==> config.mk <==
export PLATFORM = sky130hd
export DESIGN_NAME = pid_stage_sequencer
export DESIGN_NICKNAME = d
export VERILOG_FILES = /design/src/rtl/pid_stage_sequencer.sv
export SDC_FILE = /design/constraint.sdc
export NUM_CORES = 1
export LEC_CHECK = 0
export ABC_AREA = 1
export CAP_MARGIN = 20
export CORE_MARGIN = 10
export CORE_UTILIZATION = 35
export CTS_CLUSTER_DIAMETER = 120
export CTS_CLUSTER_SIZE = 10
export DETAILED_ROUTE_END_ITERATION = 6
export PLACE_DENSITY = 0.58
export SLEW_MARGIN = 30
export SYNTH_ARGS = -nofsm -noshare
export SYNTH_HDL_FRONTEND = slang
export SYNTH_SLANG_ARGS = --single-unit
==> constraint.sdc <==
create_clock -name clk -period 1.7 [get_ports clk]
set_input_delay 0.51 -clock clk [delete_from_list [all_inputs] [get_ports clk]]
set_output_delay 0.51 -clock clk [all_outputs]
set_load 0.03 [all_outputs]
==> src/rtl/pid_stage_sequencer.sv <==
// pid_stage_sequencer: sample timer, ADC handshake and ordered etapa1..etapa5 strobes for the PID datapath.
// Optional build macro SEQ_INTEG_HOLD_EN adds a hold input that freezes the integrator (etapa2/etapa5) per sequence.
module pid_stage_sequencer #(
  parameter int unsigned SAMPLE_DIV  = 1000,
  parameter int unsigned ADC_TIMEOUT = 255
) (
  input  logic        clk,
  input  logic        rst,
  input  logic        enable,
  input  logic        adc_ack,
  input  logic        clr_err,
`ifdef SEQ_INTEG_HOLD_EN
  input  logic        hold,
`endif
  output logic        adc_req,
  output logic        etapa1,
  output logic        etapa2,
  output logic        etapa3,
  output logic        etapa4,
  output logic        etapa5,
  output logic        busy,
  output logic        ciclo_listo,
  output logic        overrun,
  output logic        timeout_err,
  output logic [15:0] n_muestras
);

  localparam int unsigned TIMER_W = 16;
  localparam int unsigned WAIT_W  = 8;
  localparam int unsigned CNT_W   = 16;

  localparam logic [TIMER_W-1:0] TIMER_LAST = TIMER_W'(SAMPLE_DIV - 1);
  localparam logic [WAIT_W-1:0]  WAIT_LAST  = WAIT_W'(ADC_TIMEOUT - 1);

  localparam logic [2:0] S_IDLE     = 3'd0;
  localparam logic [2:0] S_ADC_WAIT = 3'd1;
  localparam logic [2:0] S_E1       = 3'd2;
  localparam logic [2:0] S_E2       = 3'd3;
  localparam logic [2:0] S_E3       = 3'd4;
  localparam logic [2:0] S_E4       = 3'd5;
  localparam logic [2:0] S_E5       = 3'd6;
  localparam logic [2:0] S_DONE     = 3'd7;

  logic [2:0]         state;
  logic [2:0]         state_nxt;
  logic [WAIT_W-1:0]  wait_cnt;
  logic [WAIT_W-1:0]  wait_nxt;
  logic [TIMER_W-1:0] timer;
  logic               tick_c;
  logic               freeze_e2_c;
  logic               freeze_e5_c;

  logic               adc_req_nxt;
  logic               etapa1_nxt;
  logic               etapa2_nxt;
  logic               etapa3_nxt;
  logic               etapa4_nxt;
  logic               etapa5_nxt;
  logic               busy_nxt;
  logic               ciclo_listo_nxt;
  logic               overrun_nxt;
  logic               timeout_err_nxt;
  logic [CNT_W-1:0]   n_muestras_nxt;
  logic               timeout_set_c;
  logic               overrun_set_c;

  // Free-running sample timer; held at zero while disabled so no tick can fire.
  always_ff @(posedge clk or negedge rst) begin
    if (!rst) begin
      timer <= '0;
    end else if (!enable) begin
      timer <= '0;
    end else if (timer == TIMER_LAST) begin
      timer <= '0;
    end else begin
      timer <= timer + TIMER_W'(1);
    end
  end

  assign tick_c = enable && (timer == TIMER_LAST);

`ifdef SEQ_INTEG_HOLD_EN
  logic hold_q;

  // hold is captured while in E1; etapa2 uses the live value (leaving E1), etapa5 the stored one.
  always_ff @(posedge clk or negedge rst) begin
    if (!rst) begin
      hold_q <= 1'b0;
    end else if (state == S_E1) begin
      hold_q <= hold;
    end
  end

  assign freeze_e2_c = hold;
  assign freeze_e5_c = hold_q;
`else
  assign freeze_e2_c = 1'b0;
  assign freeze_e5_c = 1'b0;
`endif

  // Next-state, wait counter and next registered outputs.
  always_comb begin
    state_nxt     = state;
    wait_nxt      = wait_cnt;
    timeout_set_c = 1'b0;
    overrun_set_c = tick_c && (state != S_IDLE);

    case (state)
      S_IDLE: begin
        wait_nxt = '0;
        if (tick_c) begin
          state_nxt = S_ADC_WAIT;
        end
      end
      S_ADC_WAIT: begin
        // An ack on the final allowed cycle still wins over the timeout.
        if (adc_ack) begin
          state_nxt = S_E1;
          wait_nxt  = '0;
        end else if (wait_cnt == WAIT_LAST) begin
          state_nxt     = S_IDLE;
          wait_nxt      = '0;
          timeout_set_c = 1'b1;
        end else begin
          wait_nxt = wait_cnt + WAIT_W'(1);
        end
      end
      S_E1:    state_nxt = S_E2;
      S_E2:    state_nxt = S_E3;
      S_E3:    state_nxt = S_E4;
      S_E4:    state_nxt = S_E5;
      S_E5:    state_nxt = S_DONE;
      S_DONE:  state_nxt = S_IDLE;
      default: state_nxt = S_IDLE;
    endcase

    adc_req_nxt     = (state_nxt == S_ADC_WAIT);
    etapa1_nxt      = (state_nxt == S_E1);
    etapa2_nxt      = (state_nxt == S_E2) && !freeze_e2_c;
    etapa3_nxt      = (state_nxt == S_E3);
    etapa4_nxt      = (state_nxt == S_E4);
    etapa5_nxt      = (state_nxt == S_E5) && !freeze_e5_c;
    busy_nxt        = (state_nxt != S_IDLE);
    ciclo_listo_nxt = (state_nxt == S_DONE);

    n_muestras_nxt = n_muestras;
    if (state_nxt == S_DONE) begin
      n_muestras_nxt = n_muestras + CNT_W'(1);
    end

    // Sticky flags: a set event in the same cycle as clr_err takes priority.
    overrun_nxt = overrun;
    if (overrun_set_c) begin
      overrun_nxt = 1'b1;
    end else if (clr_err) begin
      overrun_nxt = 1'b0;
    end

    timeout_err_nxt = timeout_err;
    if (timeout_set_c) begin
      timeout_err_nxt = 1'b1;
    end else if (clr_err) begin
      timeout_err_nxt = 1'b0;
    end
  end

  // State register and registered Moore outputs.
  always_ff @(posedge clk or negedge rst) begin
    if (!rst) begin
      state       <= S_IDLE;
      wait_cnt    <= '0;
      adc_req     <= 1'b0;
      etapa1      <= 1'b0;
      etapa2      <= 1'b0;
      etapa3      <= 1'b0;
      etapa4      <= 1'b0;
      etapa5      <= 1'b0;
      busy        <= 1'b0;
      ciclo_listo <= 1'b0;
      overrun     <= 1'b0;
      timeout_err <= 1'b0;
      n_muestras  <= '0;
    end else begin
      state       <= state_nxt;
      wait_cnt    <= wait_nxt;
      adc_req     <= adc_req_nxt;
      etapa1      <= etapa1_nxt;
      etapa2      <= etapa2_nxt;
      etapa3      <= etapa3_nxt;
      etapa4      <= etapa4_nxt;
      etapa5      <= etapa5_nxt;
      busy        <= busy_nxt;
      ciclo_listo <= ciclo_listo_nxt;
      overrun     <= overrun_nxt;
      timeout_err <= timeout_err_nxt;
      n_muestras  <= n_muestras_nxt;
    end
  end

endmodule

# ---- After elaboration in Yosys (flattened, before gate mapping)
# Index checks and enable logic that the tools add are counted.
dict set report word_totals {
  register_bits 53
  input_bits 5
}
dict set report classes {
  add_sub_neg 3
  n_eq_ne 16
  mux 15
  reduce_logical 8
}
# op count
set op_table {}
lappend op_table {{16-bit by 1-bit adder with 16-bit output, second input constant} 2}
lappend op_table {{16-bit two-way mux} 2}
lappend op_table {{3-bit equality test, second input constant} 8}
lappend op_table {{3-bit one-hot mux with 8 select lines} 1}
lappend op_table {{16-bit by 10-bit equality test with 1-bit output, second input constant} 1}
lappend op_table {{8-bit two-way mux} 2}
lappend op_table {{8-bit one-hot mux with 2 select lines} 1}
lappend op_table {{3-bit by 2-bit equality test with 1-bit output, second input constant} 4}
lappend op_table {{3-bit two-way mux} 3}
lappend op_table {{8-bit by 1-bit adder with 8-bit output, second input constant} 1}
lappend op_table {{8-bit equality test, second input constant} 1}
lappend op_table {{3-bit by 1-bit equality test with 1-bit output, second input constant} 2}
lappend op_table {{1-bit two-way mux} 6}
lappend op_table {{2-bit nonzero test} 3}
lappend op_table {{3-bit nonzero test} 2}
lappend op_table {{3-bit logical NOT} 1}
lappend op_table {{1-bit logical AND} 2}

# ---- Logic depth before layout (Yosys ltp)
dict set report logic_depth {
  word_depth 5
  depth_mapped 10
}

# ---- Worst setup path before layout
# No wires, ideal clock.
dict set report synth_timing {
  path_type {register to register}
  start {register n_muestras[0]}
  end {register n_muestras[12]}
  arrival_ns 1.364
  required_time_ns 1.578
  path_slack_ns 0.214
  path_stages_with_launch 7
  n_path_buf 0
  period_less_slack_ns 1.486
  cell_sequence {dfrtp_1 -> ha_1 -> nand2_1 -> nor2_2 -> nand4_2 -> nor3_1 -> nor2_1}
}
dict set report synth_between {
  elab_chain_len 1
}
# item line
set synth_rtl {}
lappend synth_rtl {{start, declared} 25} ;# output logic [15:0] n_muestras
lappend synth_rtl {{start signal, assigned} 196} ;# n_muestras <= n_muestras_nxt;
lappend synth_rtl {{16-bit by 1-bit adder with 16-bit output} 148} ;# n_muestras_nxt = n_muestras + CNT_W'(1);
# No other way between the ends.
# A chain may end at the register's enable or synchronous reset.

# ---- Final worst setup path
dict set report layout_timing {
  start {register n_muestras[12]}
  end {output n_muestras[12]}
}
# No word-level cell between the ends.

==> out/qor.csv <==
stage,metric,value,unit
status,outcome,completed,
timing,grt_setup_unrepaired,no,
drt,drcViolationCount,0,
global_routing,grt_use_total,9.58,%
logic_synthesis,synth.most_common_cell,nand2_1,
setup_path,crit_path_max_incr_delay,0.42,ns
setup_path,endpoint_kind,output pin,
floorplan,die_h,107,um
logic_synthesis,ys_seq_elements,53,
floorplan,core.rowCount,31,
placement,dp_slack,0.0254,ns
floorplan,die_area,0.0114,mm2
placement,port_buffers,30,
logic_synthesis,async_flop_share,100,%
placement,gp_congestion,0.869,
setup_path,crit-reg2reg-launch,n_muestras[0]$_DFFE_PN0N_,
finish,n_fill_cell,763,
logic_synthesis,yosysWarnings,0,
global_routing,grt_max_degree,54,
logic_synthesis,synth_top_area_share,50.4,%
setup_path,r2r_cells,7,
drt,vias_per_cell,4.59,
placement,place_hpwl,4050,um
logic_synthesis,yosysSeqAreaShare,50.4,%
setup_path,crit_chain,dlygate4sd2_1,
floorplan,initial_utilization,36.1,%
logic_synthesis,synthTopCellsByArea,"dfrtp_1, nand2_1, nor2_1",
setup_path,crit_start,n_muestras[12]$_DFFE_PN0N_,
finish,fin_nets,358,
floorplan,fp.dieW,107,um
finish,syn2layout_area_growth,21.1,%
finish,diodes,0,
timing,tightest_slew,0.336,ns
setup_path,cp_num_cells,1,
global_routing,grt_pass1_wl,9140,um
clock_tree,clk_latency,0.30,ns
setup_path,cpMaxStageDelayCell,dlygate4sd2_1,
clock_tree,clockBufferDepth,2,
setup_path,critPathRequiredTime,1.19,ns
logic_synthesis,syn_area,0.00263,mm2
setup_path,cp-start-kind,flop,
timing,finClkSkew,0.00917,ns
drt,drt_wl_total,5210,um
power_and_ir_drop,power_switching,1.32,mW
logic_synthesis,synth_common_cells,"nand2_1, dfrtp_1, nor2_1",
global_routing,grt-ovfl-total,0,
logic_synthesis,syn_inst,303,
power_and_ir_drop,power.density,1070,mW/mm2
power_and_ir_drop,peakVddDrop,0.664,mV
drt,drt_iter0_markers,100,
floorplan,num_io_pins,31,
hold_path,hp-class,in -> async,
setup_path,critPathKind,reg -> out,
logic_synthesis,yosys.area.top_type,dfrtp_1,
timing,relSlewSlack,77.4,%
clock_tree,path_clk_slew,0.10,ns
power_and_ir_drop,p_sw_share,38.5,%
setup_path,cp-endpoint,n_muestras[12],
setup_path,timing.rr.end,n_muestras[12]$_DFFE_PN0N_,
setup_path,worstPathMaxFanout,4,
logic_synthesis,syn_avg_cell_area,8.68,um2
logic_synthesis,synth_nets,312,
power_and_ir_drop,internal_power,2.10,mW
power_and_ir_drop,seq_power_share,46.8,%
timing,finalCritPeriodShare,95.2,%
logic_synthesis,ys_types,31,
setup_path,r2r_setup_slack,0.20,ns
global_routing,grt_antenna_before_repair,0,
drt,vias,2061,
flow_run,maxCapViolCount,0,
global_routing,grt_pass1_vias,1959,
clock_tree,cts_root_buf,clkbuf_8,
clock_tree,cts_tree,built,
clock_tree,htree_levels,2,
setup_path,cp.arrival,1.11,ns
timing,slew_violations,0,
clock_tree,clock_sinks,53,
logic_synthesis,synth_ff_type,dfrtp_1,
timing,clock.fmax,0.618,GHz
timing,setup_slack,0.0819,ns
drt,postRouteAntennaNets,0,
power_and_ir_drop,cellLeakagePower,1.53,nW
drt,firstDrtPassIters,5,
clock_tree,numCtsBuffers,5,
floorplan,design.core.area,0.00729,mm2
setup_path,critical-path-top-delay-family,buffers and inverters,
finish,drive_above_1_share,13.7,%
timing,hold_viol_final,0,
timing,setup_violations,0,
timing,setup_tns,0,ns
drt,routedWlPerCell,11.6,um
power_and_ir_drop,comb_power_share,32.7,%
power_and_ir_drop,clkPwrFrac,20.5,%
timing,fin_crit,1.62,ns
setup_path,path_buf_inv,1,
logic_synthesis,synth_enable_flop_cells,0,
## cell usage in the layout (no fill, tap or decap), drive strengths merged
| master | synthesis | layout |
|---|---|---|
| ha | 4 | 4 |
| xor2 | 13 | 13 |
| nand4 | 10 | 10 |
| a21oi | 4 | 4 |
| buf | 1 | 11 |
| o21bai | 2 | 2 |
| nor3 | 14 | 14 |
| and2 | 1 | 1 |
| nor2 | 58 | 58 |
| clkbuf | 0 | 6 |
| inv | 39 | 39 |
| o32ai | 1 | 1 |
| o21ai | 3 | 3 |
| xnor2 | 5 | 5 |
| o22ai | 1 | 1 |
| nand2 | 67 | 67 |
| a31oi | 3 | 3 |
| nor3b | 2 | 2 |
| clkinvlp | 0 | 2 |
| dlygate4sd2 | 0 | 23 |
| dfrtp | 53 | 53 |
| clkdlybuf4s50 | 0 | 3 |
| nand3 | 19 | 19 |
| clkdlybuf4s15 | 0 | 3 |
| o21a | 1 | 1 |
| nand3b | 2 | 2 |
## sequential cells by signal (all words and copies together), names as in the netlist
register / count
etapa1: 1
state: 3
timeout_err: 1
timer: 16
n_muestras: 16
wait_cnt: 8
etapa3: 1
busy: 1
adc_req: 1
etapa2: 1
ciclo_listo: 1
etapa5: 1
overrun: 1
etapa4: 1
## per-stage QoR
step / hold WS [ns] / total power [mW] / cells / area [um2] / utilization, %
3_3_place_gp: 0.456 / 2.84 / 441 / 3130 / 42.9
2_1_floorplan: 0.214 / 2.38 / 303 / 2630 / -
5_1_grt: 0.200 / 3.66 / 449 / 3190 / 43.7
3_5_place_dp: 0.463 / 2.84 / 441 / 3130 / 42.9
6_report: 0.185 / 3.42 / 449 / 3190 / 43.7
4_1_cts: 0.196 / 3.48 / 449 / 3180 / 43.6
## cell type report
type	count	area, um2	area share, %
tap	99	124	3.89
clock inverter	2	15.0	0.471
timing repair buffer	40	354	11.1
clock buffer	6	72.6	2.28
inverter	39	149	4.67
sequential	53	1330	41.6
multi-input combinational	210	1140	35.9
## worst min-delay path by stage
stage,start,endpoint,slack (ns),cells after the start
after floorplan,rst,adc_req$_DFF_PN0_,0.21,0
after global placement,timer[0]$_DFF_PN0_,timer[0]$_DFF_PN0_,0.46,1
after detailed placement,timer[0]$_DFF_PN0_,timer[0]$_DFF_PN0_,0.46,1
after CTS,rst,n_muestras[2]$_DFFE_PN0N_,0.20,2
after global routing,rst,n_muestras[4]$_DFFE_PN0N_,0.20,2
final,rst,timer[13]$_DFF_PN0_,0.19,2
## cell families after synthesis
kind of cell             synth area share [%]
adder cells (fa/ha/maj)                  1.90
AO/OA/AOI/OAI                            3.47
flip-flops                               50.4
buffers and inverters                    6.09
XOR/XNOR                                 5.99
AND/OR/NAND/NOR                          32.1
## metal layers
metal / vias up / global-route usage, % / part of all wire (%)
met5: - / 0 / 0
met4: 0 / 3.19 / 1.2
met3: 4 / 2.57 / 3.7
met2: 27 / 15.2 / 46
met1: 972 / 12.3 / 50
li1: 1058 / - / -
## power groups by stage
| stage | Clock [mW] | Combinational [mW] | Sequential, mW |
|---|---|---|---|
| after floorplan | 0 | 0.540 | 1.84 |
| final | 0.701 | 1.12 | 1.60 |
| after global placement | 0 | 1.20 | 1.63 |
| after global routing | 0.809 | 1.23 | 1.62 |
| after CTS | 0.744 | 1.14 | 1.60 |
| after detailed placement | 0 | 1.21 | 1.63 |
## timing repair
action	in CTS	in global routing
setup endpoints to repair	26	3
resized for setup	26	3
pin swaps	0	0
hold buffers	0	0
buffers inserted	0	0
endpoints found under the hold margin	0	0
(Power assumes the default switching activity.)
